$ cat src/rtl/div_stage_if.sv
// div_stage_if: issue and writeback signal bundle between the execute stage and the iterative divider.
interface div_stage_if #(
    parameter int XLEN = 32,
    parameter int TAGW = 7
);
    logic            div_en;
    logic            kill;
    logic [1:0]      funct3;
    logic [XLEN-1:0] r_RD1;
    logic [XLEN-1:0] r_RD2;
    logic [TAGW-1:0] tailE;
    logic [4:0]      r_WA;
    logic [XLEN-1:0] PC_plus4E;
    logic            busy;
    logic [4:0]      r_WA_pend;
    logic            div_done;
    logic [XLEN-1:0] result;
    logic [4:0]      r_WA_DV;
    logic [TAGW-1:0] tail_DV;
    logic [XLEN-1:0] PC_plus4DV;

    modport master (
        output div_en, kill, funct3, r_RD1, r_RD2, tailE, r_WA, PC_plus4E,
        input  busy, r_WA_pend, div_done, result, r_WA_DV, tail_DV, PC_plus4DV
    );

    modport slave (
        input  div_en, kill, funct3, r_RD1, r_RD2, tailE, r_WA, PC_plus4E,
        output busy, r_WA_pend, div_done, result, r_WA_DV, tail_DV, PC_plus4DV
    );
endinterface

$ cat src/rtl/div_stage.sv
// div_stage: iterative RV32M DIV/DIVU/REM/REMU, one restoring step per cycle on operand magnitudes.
module div_stage #(
    parameter int XLEN      = 32,
    parameter int TAGW      = 7,
    parameter bit EARLY_OUT = 1
) (
    input logic        clk,
    input logic        rstn,
    div_stage_if.slave bus
);
    localparam int CW = $clog2(XLEN);
    localparam logic [XLEN-1:0] MIN = {1'b1, {(XLEN-1){1'b0}}};

    typedef enum logic [1:0] {IDLE, CALC, DONE} state_t;

    state_t          state;
    logic [CW-1:0]   count;
    logic [XLEN-1:0] q, rem, dvs, spec_val;
    logic            rem_op, neg_q, neg_r, spec;
    logic            sgn, a_neg, b_neg, spec_in;
    logic [XLEN-1:0] spec_in_val, q_nx, rem_nx, q_fin, rem_fin;
    logic [XLEN:0]   sh, diff;

    always_comb begin
        sgn         = !bus.funct3[0];
        a_neg       = sgn && bus.r_RD1[XLEN-1];
        b_neg       = sgn && bus.r_RD2[XLEN-1];
        spec_in     = bus.r_RD2 == '0 || (sgn && bus.r_RD1 == MIN && bus.r_RD2 == '1);
        spec_in_val = bus.r_RD2 == '0 ? (bus.funct3[1] ? bus.r_RD1 : '1) : (bus.funct3[1] ? '0 : MIN);
        // q shifts its MSB into the partial remainder as the quotient bits fill from the bottom
        sh          = {rem, q[XLEN-1]};
        diff        = sh - {1'b0, dvs};
        rem_nx      = diff[XLEN] ? sh[XLEN-1:0] : diff[XLEN-1:0];
        q_nx        = {q[XLEN-2:0], !diff[XLEN]};
        q_fin       = neg_q ? -q_nx : q_nx;
        rem_fin     = neg_r ? -rem_nx : rem_nx;
    end

    always_ff @(posedge clk) begin
        if (!rstn) begin
            state          <= IDLE;
            count          <= '0;
            q              <= '0;
            rem            <= '0;
            dvs            <= '0;
            spec_val       <= '0;
            rem_op         <= 1'b0;
            neg_q          <= 1'b0;
            neg_r          <= 1'b0;
            spec           <= 1'b0;
            bus.result     <= '0;
            bus.r_WA_DV    <= '0;
            bus.tail_DV    <= '0;
            bus.PC_plus4DV <= '0;
        end else if (bus.kill) begin
            state <= IDLE;
            count <= '0;
        end else if (state == IDLE) begin
            if (bus.div_en) begin
                state          <= (EARLY_OUT && spec_in) ? DONE : CALC;
                count          <= '0;
                q              <= a_neg ? -bus.r_RD1 : bus.r_RD1;
                rem            <= '0;
                dvs            <= b_neg ? -bus.r_RD2 : bus.r_RD2;
                spec           <= spec_in;
                spec_val       <= spec_in_val;
                rem_op         <= bus.funct3[1];
                neg_q          <= a_neg ^ b_neg;
                neg_r          <= a_neg;
                bus.r_WA_DV    <= bus.r_WA;
                bus.tail_DV    <= bus.tailE;
                bus.PC_plus4DV <= bus.PC_plus4E;
                if (EARLY_OUT && spec_in) bus.result <= spec_in_val;
            end
        end else if (state == CALC) begin
            q     <= q_nx;
            rem   <= rem_nx;
            count <= count + 1'b1;
            if (count == CW'(XLEN-1)) begin
                state      <= DONE;
                bus.result <= spec ? spec_val : rem_op ? rem_fin : q_fin;
            end
        end else begin
            state <= IDLE;
        end
    end

    assign bus.busy      = state != IDLE;
    assign bus.r_WA_pend = state != IDLE ? bus.r_WA_DV : '0;
    // a flush landing in the DONE cycle must swallow the completion pulse immediately
    assign bus.div_done  = state == DONE && !bus.kill;
endmodule

$ cat src/flat_wrapper.sv
// flat-port wrapper written by rule: the top's interface ports become plain ports
module div_stage_flat 
#(
    parameter int XLEN      = 32,
    parameter int TAGW      = 7,
    parameter bit EARLY_OUT = 1
)
  (clk, rstn, bus_div_en, bus_kill, bus_funct3, bus_r_RD1, bus_r_RD2, bus_tailE, bus_r_WA, bus_PC_plus4E, bus_busy, bus_r_WA_pend, bus_div_done, bus_result, bus_r_WA_DV, bus_tail_DV, bus_PC_plus4DV);
  div_stage_if #(.XLEN(XLEN), .TAGW(TAGW)) bus_i ();
  input logic clk;
  input logic rstn;
  input wire logic [$bits(bus_i.div_en)-1:0] bus_div_en;
  input wire logic [$bits(bus_i.kill)-1:0] bus_kill;
  input wire logic [$bits(bus_i.funct3)-1:0] bus_funct3;
  input wire logic [$bits(bus_i.r_RD1)-1:0] bus_r_RD1;
  input wire logic [$bits(bus_i.r_RD2)-1:0] bus_r_RD2;
  input wire logic [$bits(bus_i.tailE)-1:0] bus_tailE;
  input wire logic [$bits(bus_i.r_WA)-1:0] bus_r_WA;
  input wire logic [$bits(bus_i.PC_plus4E)-1:0] bus_PC_plus4E;
  output wire logic [$bits(bus_i.busy)-1:0] bus_busy;
  output wire logic [$bits(bus_i.r_WA_pend)-1:0] bus_r_WA_pend;
  output wire logic [$bits(bus_i.div_done)-1:0] bus_div_done;
  output wire logic [$bits(bus_i.result)-1:0] bus_result;
  output wire logic [$bits(bus_i.r_WA_DV)-1:0] bus_r_WA_DV;
  output wire logic [$bits(bus_i.tail_DV)-1:0] bus_tail_DV;
  output wire logic [$bits(bus_i.PC_plus4DV)-1:0] bus_PC_plus4DV;
  assign bus_i.div_en = bus_div_en;
  assign bus_i.kill = bus_kill;
  assign bus_i.funct3 = bus_funct3;
  assign bus_i.r_RD1 = bus_r_RD1;
  assign bus_i.r_RD2 = bus_r_RD2;
  assign bus_i.tailE = bus_tailE;
  assign bus_i.r_WA = bus_r_WA;
  assign bus_i.PC_plus4E = bus_PC_plus4E;
  assign bus_busy = bus_i.busy;
  assign bus_r_WA_pend = bus_i.r_WA_pend;
  assign bus_div_done = bus_i.div_done;
  assign bus_result = bus_i.result;
  assign bus_r_WA_DV = bus_i.r_WA_DV;
  assign bus_tail_DV = bus_i.tail_DV;
  assign bus_PC_plus4DV = bus_i.PC_plus4DV;
  div_stage #(.XLEN(XLEN), .TAGW(TAGW), .EARLY_OUT(EARLY_OUT)) u_core (.clk(clk), .rstn(rstn), .bus(bus_i));
endmodule
$ cat config.mk
export PLATFORM = sky130hd
export DESIGN_NAME = div_stage_flat
export DESIGN_NICKNAME = d
export VERILOG_FILES = /design/src/rtl/div_stage_if.sv /design/src/rtl/div_stage.sv /design/src/flat_wrapper.sv
export SDC_FILE = /design/constraint.sdc
export NUM_CORES = 1
export LEC_CHECK = 0
export ABC_AREA = 1
export BUFFER_PORTS_ARGS = -buffer_cell sky130_fd_sc_hd__buf_2
export CORE_ASPECT_RATIO = 0.6
export CORE_MARGIN = 3
export CORE_UTILIZATION = 25
export CTS_CLUSTER_DIAMETER = 200
export CTS_CLUSTER_SIZE = 16
export DETAILED_ROUTE_END_ITERATION = 12
export GPL_TIMING_DRIVEN = 0
export RECOVER_POWER = 100
export SYNTH_ARGS = -nofsm -noshare
export SYNTH_HDL_FRONTEND = slang
export SYNTH_SLANG_ARGS = --single-unit
export TNS_END_PERCENT = 20
$ cat constraint.sdc
create_clock -name clk -period 4.39 [get_ports clk]
set_input_delay 1.317 -clock clk [delete_from_list [all_inputs] [get_ports clk]]
set_output_delay 1.317 -clock clk [all_outputs]
set_load 0.02 [all_outputs]
==> results of run 1 <==
==> flip-flops by register name, indices dropped and copies added (netlist names) <==
signal	flops
u_core.neg_q	1
u_core.bus.tail_DV	7
u_core.rem	32
u_core.q	32
u_core.dvs	32
u_core.spec_val	32
u_core.bus.result	32
u_core.state	2
u_core.neg_r	1
u_core.bus.r_WA_DV	5
u_core.count	5
u_core.spec	1
u_core.bus.PC_plus4DV	32
u_core.rem_op	1
==> placed cells by master (no fill, tap or decap), drive strengths merged, types with 2 or more instances in the layout <==
cell / n
nand2: 744
inv: 311
nor2: 309
a21oi: 252
o21ai: 227
dfxtp: 215
clkbuf: 192
buf: 155
nand3: 152
nor3: 43
ha: 39
xor2: 32
nand4: 29
o221ai: 28
o211ai: 28
or2: 20
nor4: 16
xnor2: 16
a31oi: 10
o21bai: 8
nand3b: 7
o21a: 7
o31ai: 5
a221oi: 3
and2: 3
a21o: 2
or4: 2
and3: 2
==> worst max path at each step <==
stage                                            from                                  to  cells after the start
after floorplan             u_core.q[31]$_SDFFE_PN0P_  u_core.bus.result[30]$_SDFFE_PN0P_                     33
after global placement      u_core.q[31]$_SDFFE_PN0P_  u_core.bus.result[26]$_SDFFE_PN0P_                     33
final                     u_core.rem[16]$_SDFFE_PN0P_  u_core.bus.result[26]$_SDFFE_PN0P_                     31
after global routing        u_core.q[31]$_SDFFE_PN0P_  u_core.bus.result[26]$_SDFFE_PN0P_                     32
after CTS                   u_core.q[31]$_SDFFE_PN0P_  u_core.bus.result[26]$_SDFFE_PN0P_                     32
after detailed placement    u_core.q[31]$_SDFFE_PN0P_  u_core.bus.result[26]$_SDFFE_PN0P_                     33
==> critical path: cells and delay by family, from the launching register on <==
family                     cells  cell delay (ps)
AOI/OAI and AO/OA              5              780
adders and majority gates      2              470
buffers and inverters          2              280
DFF                            1              400
and+or+nand+nor               22             2270
==> metal layers <==
| layer | up-vias | track usage [%] |
|---|---|---|
| li1 | 9053 | - |
| met1 | 8664 | 31.27 |
| met2 | 1107 | 28.82 |
| met3 | 100 | 7.924 |
| met4 | 0 | 4.547 |
| met5 | - | 0 |
==> power groups by stage <==
stage,Combinational [W],Sequential (W),Clock [W]
after floorplan,0.000879,0.00216,0
after detailed placement,0.00146,0.00215,0
after global placement,0.00146,0.00215,0
final,0.00164,0.00211,0.00150
after global routing,0.00176,0.00212,0.00158
after CTS,0.00152,0.00210,0.00151
==> per-stage QoR <==
stage | cells | setup TNS, ps | hold WS (ps)
after floorplan | 2634 | 0 | 440.6
after detailed placement | 3657 | -21760 | 456.6
final | 3693 | 0 | 465.8
after global placement | 3657 | -22310 | 453.0
after CTS | 3685 | -60.19 | 467.6
after global routing | 3692 | -2297 | 482.9
==> repair_timing <==
action / 4_1_cts / 5_1_grt
pin swaps: 16 / 31
endpoints found under the setup margin: 18 / 32
setup buffers: 10 / 7
gates resized for setup: 60 / 73
==> cell families (layout without fill, tap and decap cells) <==
group / count (synthesis) / count (layout)
AO/OA/AOI/OAI: 574 / 574
flip-flops: 215 / 215
other: 0 / 1
adder cells (fa/ha/maj): 40 / 40
XOR/XNOR: 48 / 48
buffers and inverters: 428 / 658
AND/OR/NAND/NOR: 1329 / 1329
==> area by class of cell <==
class | instances | share of cell area (%)
clock inverters | 2 | 0.1067
plain buffers | 118 | 2.774
well taps | 828 | 5.521
flip-flops and latches | 215 | 22.99
repair buffers | 212 | 5.355
inverters | 309 | 6.208
diodes | 1 | 0.01334
clock buffers | 17 | 2.267
multi-input cells | 1991 | 54.76
==> results.md, run 1 <==
- Area of the multi-input gates: slightly above 10000 um^2
- Cell taking the most area after synthesis: dfxtp_1
- Max Fclk: 228.2 MHz
- Hold/Removal Path Class: register to register
- Cells after synthesis: 2634
- Post-synth EDFFs: 0
- Slack of the critical path: 7.413 ps
- Worst Hold Path EP: u_core.count[3]$_SDFFE_PP0P_
- Synthesized area: approximately 16000 um^2
- Via count: 18920
- First-pass GRT wire length: 107300 um
- DR DRC count: 0
- Top-count cell post-synth: nand2_1
- Post-synth top cells: nand2_1, inv_1, nor2_1
- Mapped Nets: around 2800
- Met1 WL: 33190 um
- Number of max-cap violations: 1
- Post-synth ARST share: 0%
- Failing checks: capacitance limit
- Combinational Power Share: between 30% and 40%
- # fillers: 7028
- Crit end category: register
- R2R cell count: 31
- DR iter-0 viols: between 2000 and 2500
- Hold Buf Count CTS: 0
- Largest family of logic cells by synthesized area: simple AND/OR/NAND/NOR gates
- Max Used Layer: met4
- Final ANT Viol Nets: 0
- Area of the core: 61480 um^2
- Worst Path Required: ~4800 ps
- Synth area leaders: dfxtp_1, nand2_1, a21oi_1
- Min cycle time layout: approximately 4400 ps
- Count of cell types in the netlist: 50
- Synth Area in Adders: 3.236%
- Clk Latency, worst-skew pair: about 530 ps
- Post-route core utilization: 30.52%
- Max FO, Critical Path: 8
- Synthesized area per cell: approximately 6.0 um^2
- Register area: 4314 um^2
- Syn-to-layout area delta: 19.51%
- Power per cell area: 280.1 nW/um^2
- Worst slack, placed: -1565 ps
- Worst Skew: 26.97 ps
- Total GRT Usage: a little over a fifth
- Reg2Reg Setup Slack: 7 ps
- Dpl cell area: 17710 um^2
- Post-DP HPWL: 58130 um
- H-tree depth: 1
- Tcrit/Tclk final: 99.83%
- Sequential share of power: 40.2%
- Die Span X: 329.5 um
- WL per Instance: 19.86 um
- Mux share of post-synthesis cell area: 0%
- Max stage delay cell, worst path: dfxtp_1
- Worst Path Class, Setup: register to register
- RSZ-0062 raised after global routing: true
- Die Ht: about 200 um
- Synth top area share: 27.41%
- Worst R2R Start: u_core.rem[16]$_SDFFE_PN0P_
- Startpoint types: register
- Max Root-Sink Buffers: 3
- Largest net degree at the start of global routing: 19
- Root Driver: clkbuf_16
- Setup-failing EPs final: 0
- NumNets Final: 3018
- DR WL met3: just over 10000 um
- Initial Util: approximately 26%
- Total wire length: about 73000 um
- Sw Pwr: 0.002045 W
- Initial antenna violation count: 1
- Power, Total: approximately 0.0053 W
- Most frequent cell on the critical path: nand2_1
- Synth Area in Compound Gates: 20.31%
- Clk pwr share: roughly 29%
- Vias per inst: 5.124
- Placer congestion estimate: 1.047
- Switching part of the total: 38.92%
- Worst hold path startpoint: u_core.count[3]$_SDFFE_PP0P_
- Pin slew with the least headroom to its limit: 1484 ps
- Fin. max-slew vios: 0
- Share of cells above drive strength 1: approximately an eighth
- Hold-critical path depth: 2
- Sequential cell area fraction in the yosys report: 27.41%
- CP max stage delay: 400 ps
- Post-synthesis simple-gate area fraction: between 30 and 40%
- Critical path arrival: 4750 ps
- Clock Sinks: ~220
- Slew Limit Headroom: 0.6993%
- Status: finished, violations left
- Drt pass-1 iters: 7
- Cell area after layout: 18760 um^2
- Leakage power: 8.555 nW
- Synthesis Warnings: 0
- FP Rows: 70
- Synth Flop Type: dfxtp_1
- Clock slew at reported path FFs: 90 ps
- Hold Violations, Final: 0
- Overflow after GRT: 0
- Internal power: 0.003210 W
- PortBufs: 195
- RR Endpoint: u_core.bus.result[26]$_SDFFE_PN0P_
- Max VDD drop: ~0.23 mV
- Total Die Area: 65940 um^2
- Yosys reg bits: approximately 220
- Vias in the first global route: 16810
- Top Ports: 197
- Synth Area in XOR/XNOR: approximately 2.7%
- CTS tree: done
- Met2 WL post-DR: approximately 28000 um
- CTS Buf Count: 17
Power figures use the tool's default switching activity.
==> run 2: changes to the inputs <==
--- a/config.mk
+++ b/config.mk
@@ -5,10 +5,8 @@
 export SDC_FILE = /design/constraint.sdc
 export NUM_CORES = 1
 export LEC_CHECK = 0
-export ABC_AREA = 1
 export BUFFER_PORTS_ARGS = -buffer_cell sky130_fd_sc_hd__buf_2
-export CORE_ASPECT_RATIO = 0.6
-export CORE_MARGIN = 3
+export CORE_MARGIN = 4
 export CORE_UTILIZATION = 25
 export CTS_CLUSTER_DIAMETER = 200
 export CTS_CLUSTER_SIZE = 16
==> results.md, run 2 <==
- H-tree depth: 1 (unchanged)
- Synthesized area: 14300 um^2 (was 15700 um^2)
- Via count: 16220 (was 18920)
- Power per cell area: 273.1 nW/um^2 (was 280.1 nW/um^2)
- Sequential cell area fraction in the yosys report: 30.10% (was 27.41%)
- Clock slew at reported path FFs: 70 ps (was 90 ps)
- Reg2Reg Setup Slack: -20 ps (was 7 ps)
- Share of cells above drive strength 1: 13.01% (was 11.80%)
- Slack of the critical path: -52.98 ps (was 7.413 ps)
- Setup-failing EPs final: 4 (was 0)
- Initial Util: 25.31% (was 25.54%)
- RSZ-0062 raised after global routing: true (unchanged)
- Synth Flop Type: dfxtp_1 (unchanged)
- Power, Total: 0.004740 W (was 0.005255 W)
- Critical path arrival: 4860 ps (was 4750 ps)
- Syn-to-layout area delta: 21.38% (was 19.51%)
- Antenna Cells: 0 (was 1)
- Synthesis Warnings: 0 (unchanged)
- Total GRT Usage: 20.01% (was 21.20%)
- Top Ports: 197 (unchanged)
- Dpl cell area: 16260 um^2 (was 17710 um^2)
- Total wire length: 63850 um (was 73330 um)
- Post-Place Cells: 2937 (was 3657)
- Commonest cells after routing, fill and taps aside: nand2_1, nor2_1, a21oi_1 (was nand2_1, inv_1, nor2_1)
- NumNets Final: 2376 (was 3018)
- Status: finished, violations left (unchanged)
- Placer congestion estimate: 1.025 (was 1.047)
- PortBufs: 195 (unchanged)
- Slew Limit Headroom: 3.487% (was 0.6993%)
- Hold WS: 455.3 ps (was 465.8 ps)
- Die Span X: 247.2 um (was 329.5 um)
- Post-DP HPWL: 49300 um (was 58130 um)
- Clk Latency, worst-skew pair: 540 ps (was 530 ps)
- Initial antenna violation count: 2 (was 1)
- Overflow after GRT: 0 (unchanged)
- Final ANT Viol Nets: 0 (unchanged)
- Area of the core: 56500 um^2 (was 61480 um^2)
- Total Die Area: 61090 um^2 (was 65940 um^2)
- Root Driver: clkbuf_16 (unchanged)
- Vias per inst: 5.447 (was 5.124)
- Max Fclk: 225.1 MHz (was 228.2 MHz)
- Max Root-Sink Buffers: 3 (unchanged)
- Hold/Removal Path Class: register to register (unchanged)
- Cell class contributing the biggest share of worst-path delay: simple AND/OR/NAND/NOR gates (unchanged)
- Crit end category: register (unchanged)
- Count of cell types in the netlist: 78 (was 50)
- Cell area after layout: 17360 um^2 (was 18760 um^2)
- Failing checks: setup timing (was capacitance limit)
- FP Rows: 87 (was 70)
- Largest net degree at the start of global routing: 17 (was 19)
- Max VDD drop: 0.2243 mV (was 0.2303 mV)
- DR DRC count: 0 (unchanged)
- Synthesized area per cell: 7.200 um^2 (was 5.961 um^2)
- Post-synth ARST share: 0% (unchanged)
- Drt pass-1 iters: 8 (was 7)
- Synth area leaders: dfxtp_1, a21oi_1, nand2_1 (was dfxtp_1, nand2_1, a21oi_1)
- First-pass GRT wire length: 94700 um (was 107300 um)
- Final cell count without fillers: 2978 (was 3693)
- Max FO, Critical Path: 10 (was 8)
- Top-count cell post-synth: a21oi_1 (was nand2_1)
- Max stage delay cell, worst path: nor2_1 (was dfxtp_1)
- Startpoint types: primary input (was register)
- Hold Violations, Final: 0 (unchanged)
- Worst Path Required: 4800 ps (was 4760 ps)
- WL per Instance: 21.44 um (was 19.86 um)
- Post-synth EDFFs: 0 (unchanged)
- Vias in the first global route: 15210 (was 16810)
- CP max stage delay: 1150 ps (was 400 ps)
- # fillers: 6237 (was 7028)
- Number of max-cap violations: 0 (was 1)
- Min cycle time layout: 4443 ps (was 4383 ps)
- Cell taking the most area after synthesis: dfxtp_1 (unchanged)
- Worst Path Class, Setup: primary input to register (was register to register)
- Mapped Nets: 2140 (was 2788)
- CP cell instances: clkbuf_1 -> nor2_1 -> nand2_1 -> clkbuf_1 -> nor2_1 -> o21ai_0 -> a21oi_1 -> nor3_1
- Worst Skew: 36.99 ps (was 26.97 ps)
- Yosys reg bits: 215 (unchanged)
- Leakage power: 6.292 nW (was 8.555 nW)
- DR iter-0 viols: 1841 (was 2406)
- Clock Sinks: 215 (unchanged)
- Fin. max-slew vios: 0 (unchanged)
- CTS tree: done (unchanged)
- Post-synth top cells: a21oi_1, nand2_1, nor2_1 (was nand2_1, inv_1, nor2_1)
- Most common cell after layout, fill and taps aside: nand2_1 (unchanged)
- Pin slew with the least headroom to its limit: 1442 ps (was 1484 ps)
- CTS Buf Count: 17 (unchanged)
- Cells after synthesis: 1986 (was 2634)
- Die Ht: 247.2 um (was 200.1 um)
- Synth top area share: 30.10% (was 27.41%)
- Crit path buffers/inverters: 2 (unchanged)
- Tcrit/Tclk final: 101.2% (was 99.83%)
## run 2: cell type report
type / count / area, um^2 / area share, %
multi-input combinational: 1569 / 9744 / 56.14
sequential: 215 / 4312 / 24.84
timing repair buffer: 227 / 1129 / 6.502
tap: 756 / 945.9 / 5.449
buffer: 116 / 491.7 / 2.833
clock buffer: 17 / 425.4 / 2.451
inverter: 76 / 290.3 / 1.672
clock inverter: 2 / 20.02 / 0.1153
## run 2: kinds of logic (layout without fill, tap and decap cells)
family | Yosys count | in the layout | synth area share (%)
xor gates and xnor gates | 127 | 127 | 7.778
buffers and inverters | 202 | 438 | 5.372
and+or+nand+nor | 734 | 734 | 23.19
adders and majority gates | 40 | 40 | 3.552
AOI/OAI and AO/OA | 639 | 639 | 27.89
DFF | 215 | 215 | 30.10
muxes | 29 | 29 | 2.126
## run 2: worst paths after layout
check | from | endpoint | cells past startpoint
setup / recovery | bus_kill | u_core.bus.result[6]$_SDFFE_PN0P_ | 8
hold / removal | u_core.bus.PC_plus4DV[22]$_SDFFE_PN0P_ | u_core.bus.PC_plus4DV[22]$_SDFFE_PN0P_ | 2
setup reg to reg | u_core.q[31]$_SDFFE_PN0P_ | u_core.bus.result[26]$_SDFFE_PN0P_ | 24
hold reg to reg | u_core.bus.PC_plus4DV[22]$_SDFFE_PN0P_ | u_core.bus.PC_plus4DV[22]$_SDFFE_PN0P_ | 2
## run 2: stage by stage
stage	utilization, %	setup WS, ps	TNS (ps)
CTS	30.10	-3.825	-3.825
finish	30.72	-52.98	-101.8
floorplan	-	21.30	0
global route	30.72	-151.8	-761.6
detailed placement	28.79	-1181	-32730
global placement	28.79	-1179	-32560
## run 2: repair_timing
item / CTS / global route
gates resized for setup: 53 / 83
hold buffers: 0 / 0
setup buffers: 15 / 17
pin swaps: 16 / 43
endpoints found under the setup margin: 36 / 38
## run 2: routing by layer
| layer | up-vias | global-route usage, % | part of all wire, % |
|---|---|---|---|
| met5 | - | 0 | 0.041 |
| met4 | 4 | 10.38 | 5.9 |
| met3 | 187 | 4.489 | 9.8 |
| met2 | 838 | 31.20 | 44 |
| met1 | 7645 | 25.83 | 40 |
| li1 | 7547 | - | - |
## run 2: report_power, final
group / internal, W / switching [W] / total, W
Combinational: 0.000401 / 0.000771 / 0.00117
Sequential: 0.00201 / 0.0000585 / 0.00207
Clock: 0.000701 / 0.000797 / 0.00150
## run 2: tightest hold or removal path, delay by kind of cell (launching register included)
family          cells  cell delay (ps)
compound gates      1               50
flops               1              310
simple gates        1               50
